File: src/rtl/flag_register_unit_if.sv
// Bus between the ALU/sequencer side and the flag register unit.
// master drives the ALU result and stack controls; slave returns live flags and stack status.
interface flag_register_unit_if #(
  parameter int unsigned WIDTH = 32
);
  logic [WIDTH-1:0] alu_result;
  logic             alu_carry;
  logic             upd_zs;
  logic             upd_c;
  logic             push;
  logic             pop;
  logic             fZero;
  logic             fSign;
  logic             fCarry;
  logic             stack_empty;
  logic             stack_full;
  logic             stack_ovf;
  logic             stack_unf;

  modport master (
    output alu_result, alu_carry, upd_zs, upd_c, push, pop,
    input  fZero, fSign, fCarry, stack_empty, stack_full, stack_ovf, stack_unf
  );

  modport slave (
    input  alu_result, alu_carry, upd_zs, upd_c, push, pop,
    output fZero, fSign, fCarry, stack_empty, stack_full, stack_ovf, stack_unf
  );
endinterface

File: src/rtl/flag_register_unit.sv
// Live condition flags {Z,S,C} with a small save/restore stack for call/return.
// All outputs are registered; ALU updates take priority over stack restores per field.
module flag_register_unit #(
  parameter int unsigned WIDTH       = 32,
  parameter int unsigned STACK_DEPTH = 4
) (
  input  logic                 clk,
  input  logic                 rst,
  flag_register_unit_if.slave  bus
);
  localparam int unsigned IW = $clog2(STACK_DEPTH);
  localparam int unsigned CW = IW + 1;

  // Flag vector layout: [2]=Z, [1]=S, [0]=C
  logic [2:0]    flags_q, flags_d;
  logic [CW-1:0] count_q, count_d;
  logic          ovf_q, ovf_d;
  logic          unf_q, unf_d;
  logic [2:0]    stack_q [STACK_DEPTH];
  logic [2:0]    stack_d [STACK_DEPTH];

  logic          is_empty;
  logic          is_full;
  logic [IW-1:0] top_idx;
  logic [2:0]    top_flags;
  logic          wr_en;
  logic [IW-1:0] wr_idx;

  assign is_empty  = (count_q == '0);
  assign is_full   = (count_q == CW'(STACK_DEPTH));
  assign top_idx   = IW'(count_q - CW'(1));
  assign top_flags = stack_q[top_idx];

  // Next-state for live flags, count, sticky errors and stack write control
  always_comb begin
    flags_d = flags_q;
    count_d = count_q;
    ovf_d   = ovf_q;
    unf_d   = unf_q;
    wr_en   = 1'b0;
    wr_idx  = count_q[IW-1:0];

    // Stack operation first; simultaneous push+pop on a non-empty stack
    // swaps live flags with the top entry and leaves count alone.
    if (bus.push && bus.pop && !is_empty) begin
      wr_en   = 1'b1;
      wr_idx  = top_idx;
      flags_d = top_flags;
    end else if (bus.push) begin
      if (!is_full) begin
        wr_en   = 1'b1;
        count_d = count_q + CW'(1);
      end else begin
        ovf_d = 1'b1;
      end
    end else if (bus.pop) begin
      if (!is_empty) begin
        flags_d = top_flags;
        count_d = count_q - CW'(1);
      end else begin
        unf_d = 1'b1;
      end
    end

    // ALU update overrides any restored value for the selected fields
    if (bus.upd_zs) begin
      flags_d[2] = (bus.alu_result == '0);
      flags_d[1] = bus.alu_result[$bits(bus.alu_result)-1];
    end
    if (bus.upd_c) begin
      flags_d[0] = bus.alu_carry;
    end
  end

  // Stack array next-state: the pushed entry is always the pre-update live flags
  always_comb begin
    stack_d = stack_q;
    if (wr_en) begin
      stack_d[wr_idx] = flags_q;
    end
  end

  // Control and flag registers with synchronous reset
  always_ff @(posedge clk) begin
    if (rst) begin
      flags_q <= '0;
      count_q <= '0;
      ovf_q   <= 1'b0;
      unf_q   <= 1'b0;
    end else begin
      flags_q <= flags_d;
      count_q <= count_d;
      ovf_q   <= ovf_d;
      unf_q   <= unf_d;
    end
  end

  // Stack storage; contents are don't-care after reset since count gates access
  always_ff @(posedge clk) begin
    stack_q <= stack_d;
  end

  assign bus.fZero       = flags_q[2];
  assign bus.fSign       = flags_q[1];
  assign bus.fCarry      = flags_q[0];
  assign bus.stack_empty = is_empty;
  assign bus.stack_full  = is_full;
  assign bus.stack_ovf   = ovf_q;
  assign bus.stack_unf   = unf_q;
endmodule

File: src/flat_wrapper.sv
// flat-port wrapper written by rule: the top's interface ports become plain ports
module flag_register_unit_flat 
#(
  parameter int unsigned WIDTH       = 32,
  parameter int unsigned STACK_DEPTH = 4
)
  (clk, rst, bus_alu_result, bus_alu_carry, bus_upd_zs, bus_upd_c, bus_push, bus_pop, bus_fZero, bus_fSign, bus_fCarry, bus_stack_empty, bus_stack_full, bus_stack_ovf, bus_stack_unf);
  flag_register_unit_if #(.WIDTH(WIDTH)) bus_i ();
  input  logic clk;
  input  logic rst;
  input wire logic [$bits(bus_i.alu_result)-1:0] bus_alu_result;
  input wire logic [$bits(bus_i.alu_carry)-1:0] bus_alu_carry;
  input wire logic [$bits(bus_i.upd_zs)-1:0] bus_upd_zs;
  input wire logic [$bits(bus_i.upd_c)-1:0] bus_upd_c;
  input wire logic [$bits(bus_i.push)-1:0] bus_push;
  input wire logic [$bits(bus_i.pop)-1:0] bus_pop;
  output wire logic [$bits(bus_i.fZero)-1:0] bus_fZero;
  output wire logic [$bits(bus_i.fSign)-1:0] bus_fSign;
  output wire logic [$bits(bus_i.fCarry)-1:0] bus_fCarry;
  output wire logic [$bits(bus_i.stack_empty)-1:0] bus_stack_empty;
  output wire logic [$bits(bus_i.stack_full)-1:0] bus_stack_full;
  output wire logic [$bits(bus_i.stack_ovf)-1:0] bus_stack_ovf;
  output wire logic [$bits(bus_i.stack_unf)-1:0] bus_stack_unf;
  assign bus_i.alu_result = bus_alu_result;
  assign bus_i.alu_carry = bus_alu_carry;
  assign bus_i.upd_zs = bus_upd_zs;
  assign bus_i.upd_c = bus_upd_c;
  assign bus_i.push = bus_push;
  assign bus_i.pop = bus_pop;
  assign bus_fZero = bus_i.fZero;
  assign bus_fSign = bus_i.fSign;
  assign bus_fCarry = bus_i.fCarry;
  assign bus_stack_empty = bus_i.stack_empty;
  assign bus_stack_full = bus_i.stack_full;
  assign bus_stack_ovf = bus_i.stack_ovf;
  assign bus_stack_unf = bus_i.stack_unf;
  flag_register_unit #(.WIDTH(WIDTH), .STACK_DEPTH(STACK_DEPTH)) u_core (.clk(clk), .rst(rst), .bus(bus_i));
endmodule
File: config.mk
export PLATFORM = sky130hd
export DESIGN_NAME = flag_register_unit_flat
export DESIGN_NICKNAME = d
export VERILOG_FILES = /design/src/rtl/flag_register_unit_if.sv /design/src/rtl/flag_register_unit.sv /design/src/flat_wrapper.sv
export SDC_FILE = /design/constraint.sdc
export NUM_CORES = 1
export LEC_CHECK = 0
export ABC_AREA = 1
export BUFFER_PORTS_ARGS = -buffer_cell sky130_fd_sc_hd__buf_2
export CORE_MARGIN = 8
export CORE_UTILIZATION = 44
export CTS_BUF_LIST = sky130_fd_sc_hd__clkbuf_4
export DETAILED_ROUTE_END_ITERATION = 10
export PLACE_DENSITY = 0.77
export SYNTH_ARGS = -nofsm -noshare
export SYNTH_HDL_FRONTEND = slang
export SYNTH_SLANG_ARGS = --single-unit
File: constraint.sdc
create_clock -name clk -period 2 [get_ports clk]
set_input_delay 0.2 -clock clk [delete_from_list [all_inputs] [get_ports clk]]
set_output_delay 0.2 -clock clk [all_outputs]
set_load 0.005 [all_outputs]
Word level (Yosys, flattened, before mapping)
Cells that the tools add are included.
- add/subtract/negate cells: 2
- multiply operators: 0
- divide/modulo/power cells: 0
- order comparisons: 3
- equal/unequal tests: 7
- shifts and indexed selects: 0
- multiplexer cells: 20
- bitwise logic cells: 4
- reductions and logical operators: 14
- operator list (operator ; number):
    $mux W3 ; 11
    $logic_not A32 Y1 ; 1
    $bwmux W12 ; 1
    $reduce_and A3 Y1 ; 3
    $reduce_and A4 Y1 ; 2
    $bmux W3 S2 ; 1
    $demux W3 S2 ; 1
    $ge A3 B3 Y1 const B ; 2
    $ne A3 B2 Y1 const B ; 2
    $ne A3 B3 Y1 const B ; 2
    $not A2 Y3 ; 2
    $reduce_bool A3 Y1 ; 2
    $mux W1 ; 4
    $mux W2 ; 2
    $ne A2 B2 Y1 const B ; 2
    $add A3 B1 Y3 const B ; 1
    $eq A3 B3 Y1 const B ; 1
    $logic_and A1 B1 Y1 ; 3
    $logic_not A3 Y1 ; 1
    $lt A3 B1 Y1 const B ; 1
    $sub A3 B1 Y3 const B ; 1
    $not A1 Y1 ; 2
    $reduce_bool A2 Y1 ; 1
    $logic_not A1 Y1 ; 1
- flip-flop bits (word level): 20
- latch bits: 0
- bits in writable memories: 0
- ROM bits: 0
- memories: 0

Depth between registers and ports, before layout
Gate-level depths: netlist (run 1).
- depth after elaboration: 10
- depth in mapped cells: 12

Worst setup path after synthesis (run 1)
OpenSTA, ideal clock, no wires.
- path type: register -> register
- start: register u_core.count_q[0]
- end: register u_core.stack_q[10] (netlist name) (enable)
- library setup time: 0.345 ns
- arrival time: 1.687 ns
- data required time: 1.655 ns
- slack: -0.032 ns
- stages on the path, launching flop included: 11
- path buffers: 1
- clock period less this slack: 2.032 ns
- path through: dfxtp_1 -> clkbuf_8 -> clkinv_1 -> ha_1 -> nand2_2 -> nand2_4 -> inv_2 -> nand2_2 -> nand2_2 -> inv_1 -> nor3_1
- longest elaborated chain between the ends: 4
- elaborated cells between the ends (all ways): 7
- ends and longest elaborated chain (item ; line ; RTL):
    from (decl) ; flag_register_unit.sv:16 ; logic [CW-1:0] count_q, count_d;
    from (signal assigned) ; flag_register_unit.sv:92 ; count_q <= count_d;
    $eq A3 B3 Y1 or $logic_not A3 Y1 (tied branches) ; flag_register_unit.sv:30, flag_register_unit.sv:29 ;
    $mux W1 or $logic_not A1 Y1 (tied branches) ; flag_register_unit.sv:50, flag_register_unit.sv:45 ;
    $mux W1 or $logic_and A1 B1 Y1 (tied branches) ; flag_register_unit.sv:49, flag_register_unit.sv:45 ;
    $mux W1 (*) ; flag_register_unit.sv:45 ; if (bus.push && bus.pop && !is_empty) begin
    to (signal assigned) ; flag_register_unit.sv:100 ; stack_q <= stack_d;
    to (decl) ; flag_register_unit.sv:19 ; logic [2:0] stack_q [STACK_DEPTH];
Mark *: on every way between the ends. The rest lies on a longest branch, timed or not.
A chain may end at the register's enable or synchronous reset.

Worst setup path after layout (run 1)
- start: register u_core.count_q[1]
- end: register u_core.stack_q[6] (netlist name) (enable)
Same word-level chain as after synthesis.

==> qor.yml, run 1 <==
outcome:
  status: "finished clean"
die:
  die_h_um: 66.1
  die_x_um: 66.1
  initial_core_util: 0.454
  num_rows: 18
  core_um2: 2430
  die_area_um2: 4370
  io_pins: 46
power_and_ir_drop:
  leakagePower_nw: 0.702
  pwr-share-seq: 0.381
  powerDensity_nw_per_um2: 1130
  p_int_mw: 1.01
  p_comb_frac: 0.410
  netSwitchingPower_mw: 0.603
  clkPwrFrac: 0.209
  finalPower_mw: 1.61
  peakVddDrop_mv: 0.608
  swShare: 0.374
critical_path:
  crit_chain: "inv_1, ha_1, nand2_2, nand2_4, nor2_8, xor2_4, nand2_2, nor2_1"
  cp-end-kind: "register"
  crit_path_max_fanout: 7
  reg2reg_depth: 8
  cp_slowest_cell: "dfxtp_1"
  r2r_start: "u_core.count_q[1]"
  cpMostUsedCell: "nand2_2"
  cp-start-kind: "register"
  crit_type: "reg -> reg"
  crit_path_max_incr_delay_ns: 0.38
  r2r-end: "u_core.stack_q[6]"
  crit_required_ns: 2.00
  critPathArrivalTime_ns: 1.86
  reg2reg_setup_slack_ns: 0.13
  cp-startpoint: "u_core.count_q[1]"
yosys:
  yosys_warnings: 0
  avgSynthCellArea_um2: 8.00
  syn_inst: 138
  syn-cell-area_um2: 1100
  ys_types: 20
  ys_seq_area_frac: 0.472
  synth_nets: 180
  yosys_register_bits: 20
clocking:
  cts_sinks: 20
  cts_hold_buf: 0
  clock_latency_ns: 0.31
  clock_path_buffers: 2
  cts_tree: "built"
  cts_buffers: 3
  cts-root-buf: "clkbuf_4"
  htree_num_levels: 1
  clk_pin_slew_ns: 0.13
sta:
  max_slew_margin: 0.799
  tightest_slew_ns: 0.298
  finalWorstPathRequiredPeriod_ns: 1.87
  fin_crit_sh: 0.933
  fmax_mhz: 536
  hold_viol: 0
  setup_viol: 0
  rsz0062_at_grt: "false"
  slew_violations: 0
  worst_clock_skew_ns: 0.0131
routing:
  ant_nets: 0
  post_drt_wl_per_cell_um: 13.5
  vias_per_cell: 5.03
  drc: 0
  drt_iter0_markers: 49
  routed_wl_um: 2930
  first_pass_iters: 4
  num_vias: 1096
final_layout:
  nNetsFinal: 231
  area_growth_pct: 29.6
  drive_gt1_frac: 0.335
  n_antenna_cell: 0
  layoutNonFillerInstCount: 218
flow_run:
  maxCapViolCount: 0
placed_design:
  dp.cells: 214
  place_congestion: 0.979
  hpwl_um: 2410
  port_buffers: 45
global_route:
  antenna_found_initial: 0
  overflow: 0
  grt_max_degree: 13
  track_usage: 0.141
  grt_pass1_wl_um: 4950
  grt_pass1_vias: 1141
min_path:
  hold_path_startpoint: "rst"
  hold_depth: 2
  hp-class: "in -> reg"
  min_to: "u_core.count_q[1]"
## cell families (layout without fill, tap and decap cells)
kind of cell,count (synthesis),after routing,share of synthesized area
AO/OA/AOI/OAI,18,18,0.0918
XOR/XNOR,1,1,0.0249
adder cells (fa/ha/maj),3,3,0.0340
buffers and inverters,16,66,0.0635
flip-flops,20,20,0.472
AND/OR/NAND/NOR,80,80,0.314
## final cells by class
type	count	area, µm²
Clock buffer	3	22.5
Clock inverter	1	30.0
Fill cell	232	1000
Inverter	15	56.3
Multi-Input combinational cell	102	523
Sequential cell	20	520
Tap cell	30	37.5
Timing Repair Buffer	47	240
## how the worst max path moves through the flow
stage	to	slack, ns	cells after the start
global route	u_core.stack_q[7]	0.0004	8
detailed placement	u_core.stack_q[4]	0.07	9
global placement	u_core.stack_q[3]	0.20	9
CTS	u_core.stack_q[3]	0.07	9
floorplan	u_core.stack_q[10]	-0.03	10
finish	u_core.stack_q[6]	0.13	8
## power groups by stage
stage	Sequential, mW	Combinational [mW]	Clock, mW
floorplan	0.604	0.462	0
global placement	0.618	0.622	0
detailed placement	0.624	0.641	0
CTS	0.616	0.645	0.335
global route	0.624	0.757	0.353
finish	0.615	0.661	0.337
## state kept, by name (all words and copies together) (netlist names)
| register | cells |
|---|---|
| u_core.stack_q | 12 |
| u_core.flags_q | 3 |
| u_core.bus.stack_ovf | 1 |
| u_core.bus.stack_unf | 1 |
| u_core.count_q | 3 |
## metal layers
layer | GRT usage | routed length (µm)
met3 | 0.0339 | 187
met4 | 0.0613 | 37
met2 | 0.230 | 1440
met5 | 0 | 0
met1 | 0.172 | 1270
## Yosys cell counts, drive strengths merged
cell type	count	area [µm²]
a21oi	6	30.0
a31oi	2	12.5
clkbuf	1	13.8
clkinv	1	3.75
dfxtp	8	160
edfxtp	12	360
ha	3	37.5
inv	14	52.6
nand2	37	156
nand3	8	40.0
nor2	33	140
nor3	2	10.0
o211ai	2	15.0
o21ai	7	35.0
o22a	1	8.76
xor2	1	27.5
## worst max-delay path, delay by kind of cell (launching register included)
kind                       cells  cell delay (ns)
adders and majority gates      1             0.22
and+or+nand+nor                5             0.66
DFF                            1             0.38
buffers and inverters          1             0.09
xor gates and xnor gates       1             0.20
## per-stage QoR
step / setup slack, ns / area [µm²] / hold slack [ns] / util / setup TNS (ns)
2_1_floorplan: -0.0318 / 1100 / 0.269 / - / -0.191
3_3_place_gp: 0.197 / 1370 / 0.437 / 0.562 / 0
3_5_place_dp: 0.0654 / 1370 / 0.448 / 0.562 / 0
4_1_cts: 0.0697 / 1420 / 0.112 / 0.584 / 0
5_1_grt: 0.000414 / 1430 / 0.117 / 0.588 / 0
6_report: 0.134 / 1430 / 0.103 / 0.588 / 0
## cell usage in the layout, fill, tap and decap left out
cell,count
a21oi_1,6
ha_1,3
inv_2,3
o21ai_0,7
nor2_8,1
bufinv_16,1
buf_4,2
nor3_2,2
nand2_4,1
a31oi_1,2
nand2_1,32
o22a_1,1
edfxtp_1,12
buf_2,45
clkbuf_4,3
dfxtp_1,8
inv_1,11
nand2_2,4
clkinv_1,1
nor2_1,32
o211ai_1,2
nand3_1,8
xor2_4,1
## timing repair
item	4_1_cts	5_1_grt
setup buffers	0	0
gates resized for setup	0	2
hold endpoints to repair	0	0
setup endpoints to repair	0	6
Note: power is estimated with default switching activity, not from simulation.
==> run 2, diff against run 1 <==
--- a/config.mk
+++ b/config.mk
@@ -5,10 +5,9 @@
 export SDC_FILE = /design/constraint.sdc
 export NUM_CORES = 1
 export LEC_CHECK = 0
-export ABC_AREA = 1
 export BUFFER_PORTS_ARGS = -buffer_cell sky130_fd_sc_hd__buf_2
 export CORE_MARGIN = 8
-export CORE_UTILIZATION = 44
+export CORE_UTILIZATION = 43
 export CTS_BUF_LIST = sky130_fd_sc_hd__clkbuf_4
 export DETAILED_ROUTE_END_ITERATION = 10
 export PLACE_DENSITY = 0.77
==> qor.yml, run 2 <==
die:
  die_x_um: 64.9
  die_area_um2: 4210
  num_rows: 17
  io_pins: 46
  initial_core_util: 0.460
  die_h_um: 64.9
  core_um2: 2230
routing:
  first_pass_iters: 4
  routed_wl_um: 2590
  ant_nets: 0
  vias_per_cell: 5.66
  num_vias: 963
  post_drt_wl_per_cell_um: 15.3
  drc: 0
  drt_iter0_markers: 39
critical_path:
  cp-start-kind: "register"
  r2r-end: "u_core.stack_q[1]"
  reg2reg_depth: 5
  crit_type: "reg -> reg"
  reg2reg_setup_slack_ns: 0.15
  crit_path_max_fanout: 6
  critPathArrivalTime_ns: 1.83
  r2r_start: "u_core.count_q[1]"
  crit_required_ns: 1.98
  cp-end-kind: "register"
global_route:
  grt_use_met2: 0.214
  grt_use_met1: 0.150
  track_usage: 0.127
  overflow: 0
  grt_pass1_vias: 1012
  grt_pass1_wl_um: 4400
  grt-busiest-layer: "met2"
  grt_max_degree: 16
  antenna_found_initial: 0
  met3_usage: 0.0515
sta:
  slew_violations: 0
  fin_crit_sh: 0.924
  max_slew_margin: 0.790
  rsz0062_at_grt: "false"
  fmax_mhz: 541
  setup_viol: 0
  fin_tns_setup_ns: 0
  hold_viol: 0
  finalWorstPathRequiredPeriod_ns: 1.85
  tightest_slew_ns: 0.314
  fin_ws_ns: 0.152
  worst_clock_skew_ns: 0.00414
power_and_ir_drop:
  leakagePower_nw: 0.554
  clkPwrFrac: 0.215
  swShare: 0.331
  peakVddDrop_mv: 1.08
  powerDensity_nw_per_um2: 1100
  netSwitchingPower_mw: 0.495
  p_int_mw: 0.998
  p_comb_frac: 0.397
  pwr-share-seq: 0.387
final_layout:
  reg.largest.list: "u_core.stack_q (12), u_core.count_q (3), u_core.flags_q (3)"
  regArea_um2: 520
  largest_reg_flops: 12
  n_antenna_cell: 0
  final_common_cell: "buf_2"
  area_growth_pct: 31.5
  nFillCells: 202
  nNetsFinal: 185
  multi_input_area_um2: 473
  layout_common_cells: "45 x buf_2, 12 x edfxtp_1, 11 x nand3_1"
  top_register: "u_core.stack_q"
  drive_gt1_frac: 0.423
placed_design:
  place_ws_ns: 0.0198
  hpwl_um: 2180
  port_buffers: 45
  place_congestion: 0.883
clocking:
  clock_latency_ns: 0.30
  cts_setup_buffers: 0
  clock_path_buffers: 2
  cts_tree: "built"
  cts_buffers: 3
  clk_pin_slew_ns: 0.11
  htree_num_levels: 1
  cts_sinks: 20
  cts-root-buf: "clkbuf_4"
flow_run:
  maxCapViolCount: 0
min_path:
  hp-class: "in -> reg"
  min_to: "u_core.flags_q[0]"
  hold_depth: 2
  hold_path_startpoint: "bus_upd_c"
yosys:
  synthTopCellsByArea: "edfxtp_1 35%, dfxtp_1 16%, mux4_2 6.6%"
  syn_inst: 96
  ys_seq_area_frac: 0.507
  avgSynthCellArea_um2: 10.7
  synth_nets: 138
  yosysTopAreaCell: "edfxtp_1"
  synth_common_cells: "12 x edfxtp_1, 11 x nand3_1, 8 x a21oi_1, 8 x dfxtp_1, 8 x inv_1"
  synth_edf_count: 12
  syn-cell-area_um2: 1030
  yosys.area.top_type_share: 0.351
  yosys_warnings: 0
  ys_types: 29
  async_reset_ff_frac: 0
  yosysMostFrequentCell: "edfxtp_1"
  synth-main-ff-cell: "edfxtp_1"
  yosys_register_bits: 20
outcome:
  status: "finished clean"
==> run 2: cell count changes in the layout (fill, tap and decap cells not counted), sizes merged, moves of 3 or more <==
cell | before | now
nand4 | 0 | 5
o21ai | 7 | 0
a221oi | 0 | 3
inv | 14 | 8
nand2 | 37 | 5
nor2 | 33 | 3
mux4 | 0 | 3
nand3 | 8 | 11
nor4 | 0 | 7
==> run 2: worst max-delay path, stage by stage (launching register included) <==
cell     delay (ns)
dfxtp_1        0.38
inv_1          0.16
ha_2           0.28
mux2i_4        0.31
nand3_1        0.11
a21oi_1        0.29
==> run 2: worst max-delay path by stage <==
stage | endpoint | slack (ns) | cells past startpoint | from
after floorplan | u_core.stack_q[0] | 0.1 | 6 | u_core.count_q[0]
after global placement | u_core.stack_q[0] | 0.11 | 5 | u_core.count_q[1]
after detailed placement | u_core.stack_q[1] | 0.02 | 5 | u_core.count_q[1]
after CTS | u_core.stack_q[1] | 0.02 | 5 | u_core.count_q[1]
after global routing | u_core.stack_q[1] | 0.001 | 5 | u_core.count_q[1]
final | u_core.stack_q[1] | 0.15 | 5 | u_core.count_q[1]
==> run 2: stage by stage <==
step | cells | hold slack (ns) | total power, mW | util | instance area (µm²)
floorplan | 96 | 0.311 | 0.965 | - | 1030
global placement | 166 | 0.413 | 1.12 | 0.574 | 1280
detailed placement | 166 | 0.419 | 1.14 | 0.574 | 1280
CTS | 170 | 0.0925 | 1.46 | 0.597 | 1330
global route | 170 | 0.0939 | 1.59 | 0.605 | 1350
finish | 170 | 0.0987 | 1.49 | 0.605 | 1350
==> run 2: repair_timing <==
action                                  in CTS  in global routing
endpoints found under the setup margin       0                 14
gates resized for setup                      0                  4
hold buffers                                 0                  0
==> run 2: power by group through the flow <==
stage / Clock [mW] / Combinational (mW) / Sequential [mW]
6_report: 0.321 / 0.593 / 0.578
5_1_grt: 0.347 / 0.658 / 0.587
4_1_cts: 0.326 / 0.553 / 0.577
3_5_place_dp: 0 / 0.550 / 0.587
3_3_place_gp: 0 / 0.540 / 0.581
2_1_floorplan: 0 / 0.395 / 0.570
==> run 2: cells by family after synthesis <==
logic type,share of synthesized area
simple gates,0.191
compound gates,0.140
flops,0.507
buf+inv,0.0499
mux,0.0755
fa+ha+maj,0.0365
==> run 2: cell type report <==
| cell class | instances | area share |
|---|---|---|
| multi-input cells | 63 | 0.350 |
| well taps | 28 | 0.0259 |
| repair buffers | 47 | 0.178 |
| clock buffers | 3 | 0.0167 |
| inverters | 8 | 0.0222 |
| clock inverters | 1 | 0.0222 |
| flip-flops and latches | 20 | 0.385 |
==> run 2: per-layer routing <==
layer / up-vias / part of all wire
li1: 471 / -
met1: 437 / 0.43
met3: 2 / 0.073
met2: 53 / 0.50
met4: 0 / 0.0031
met5: - / 0
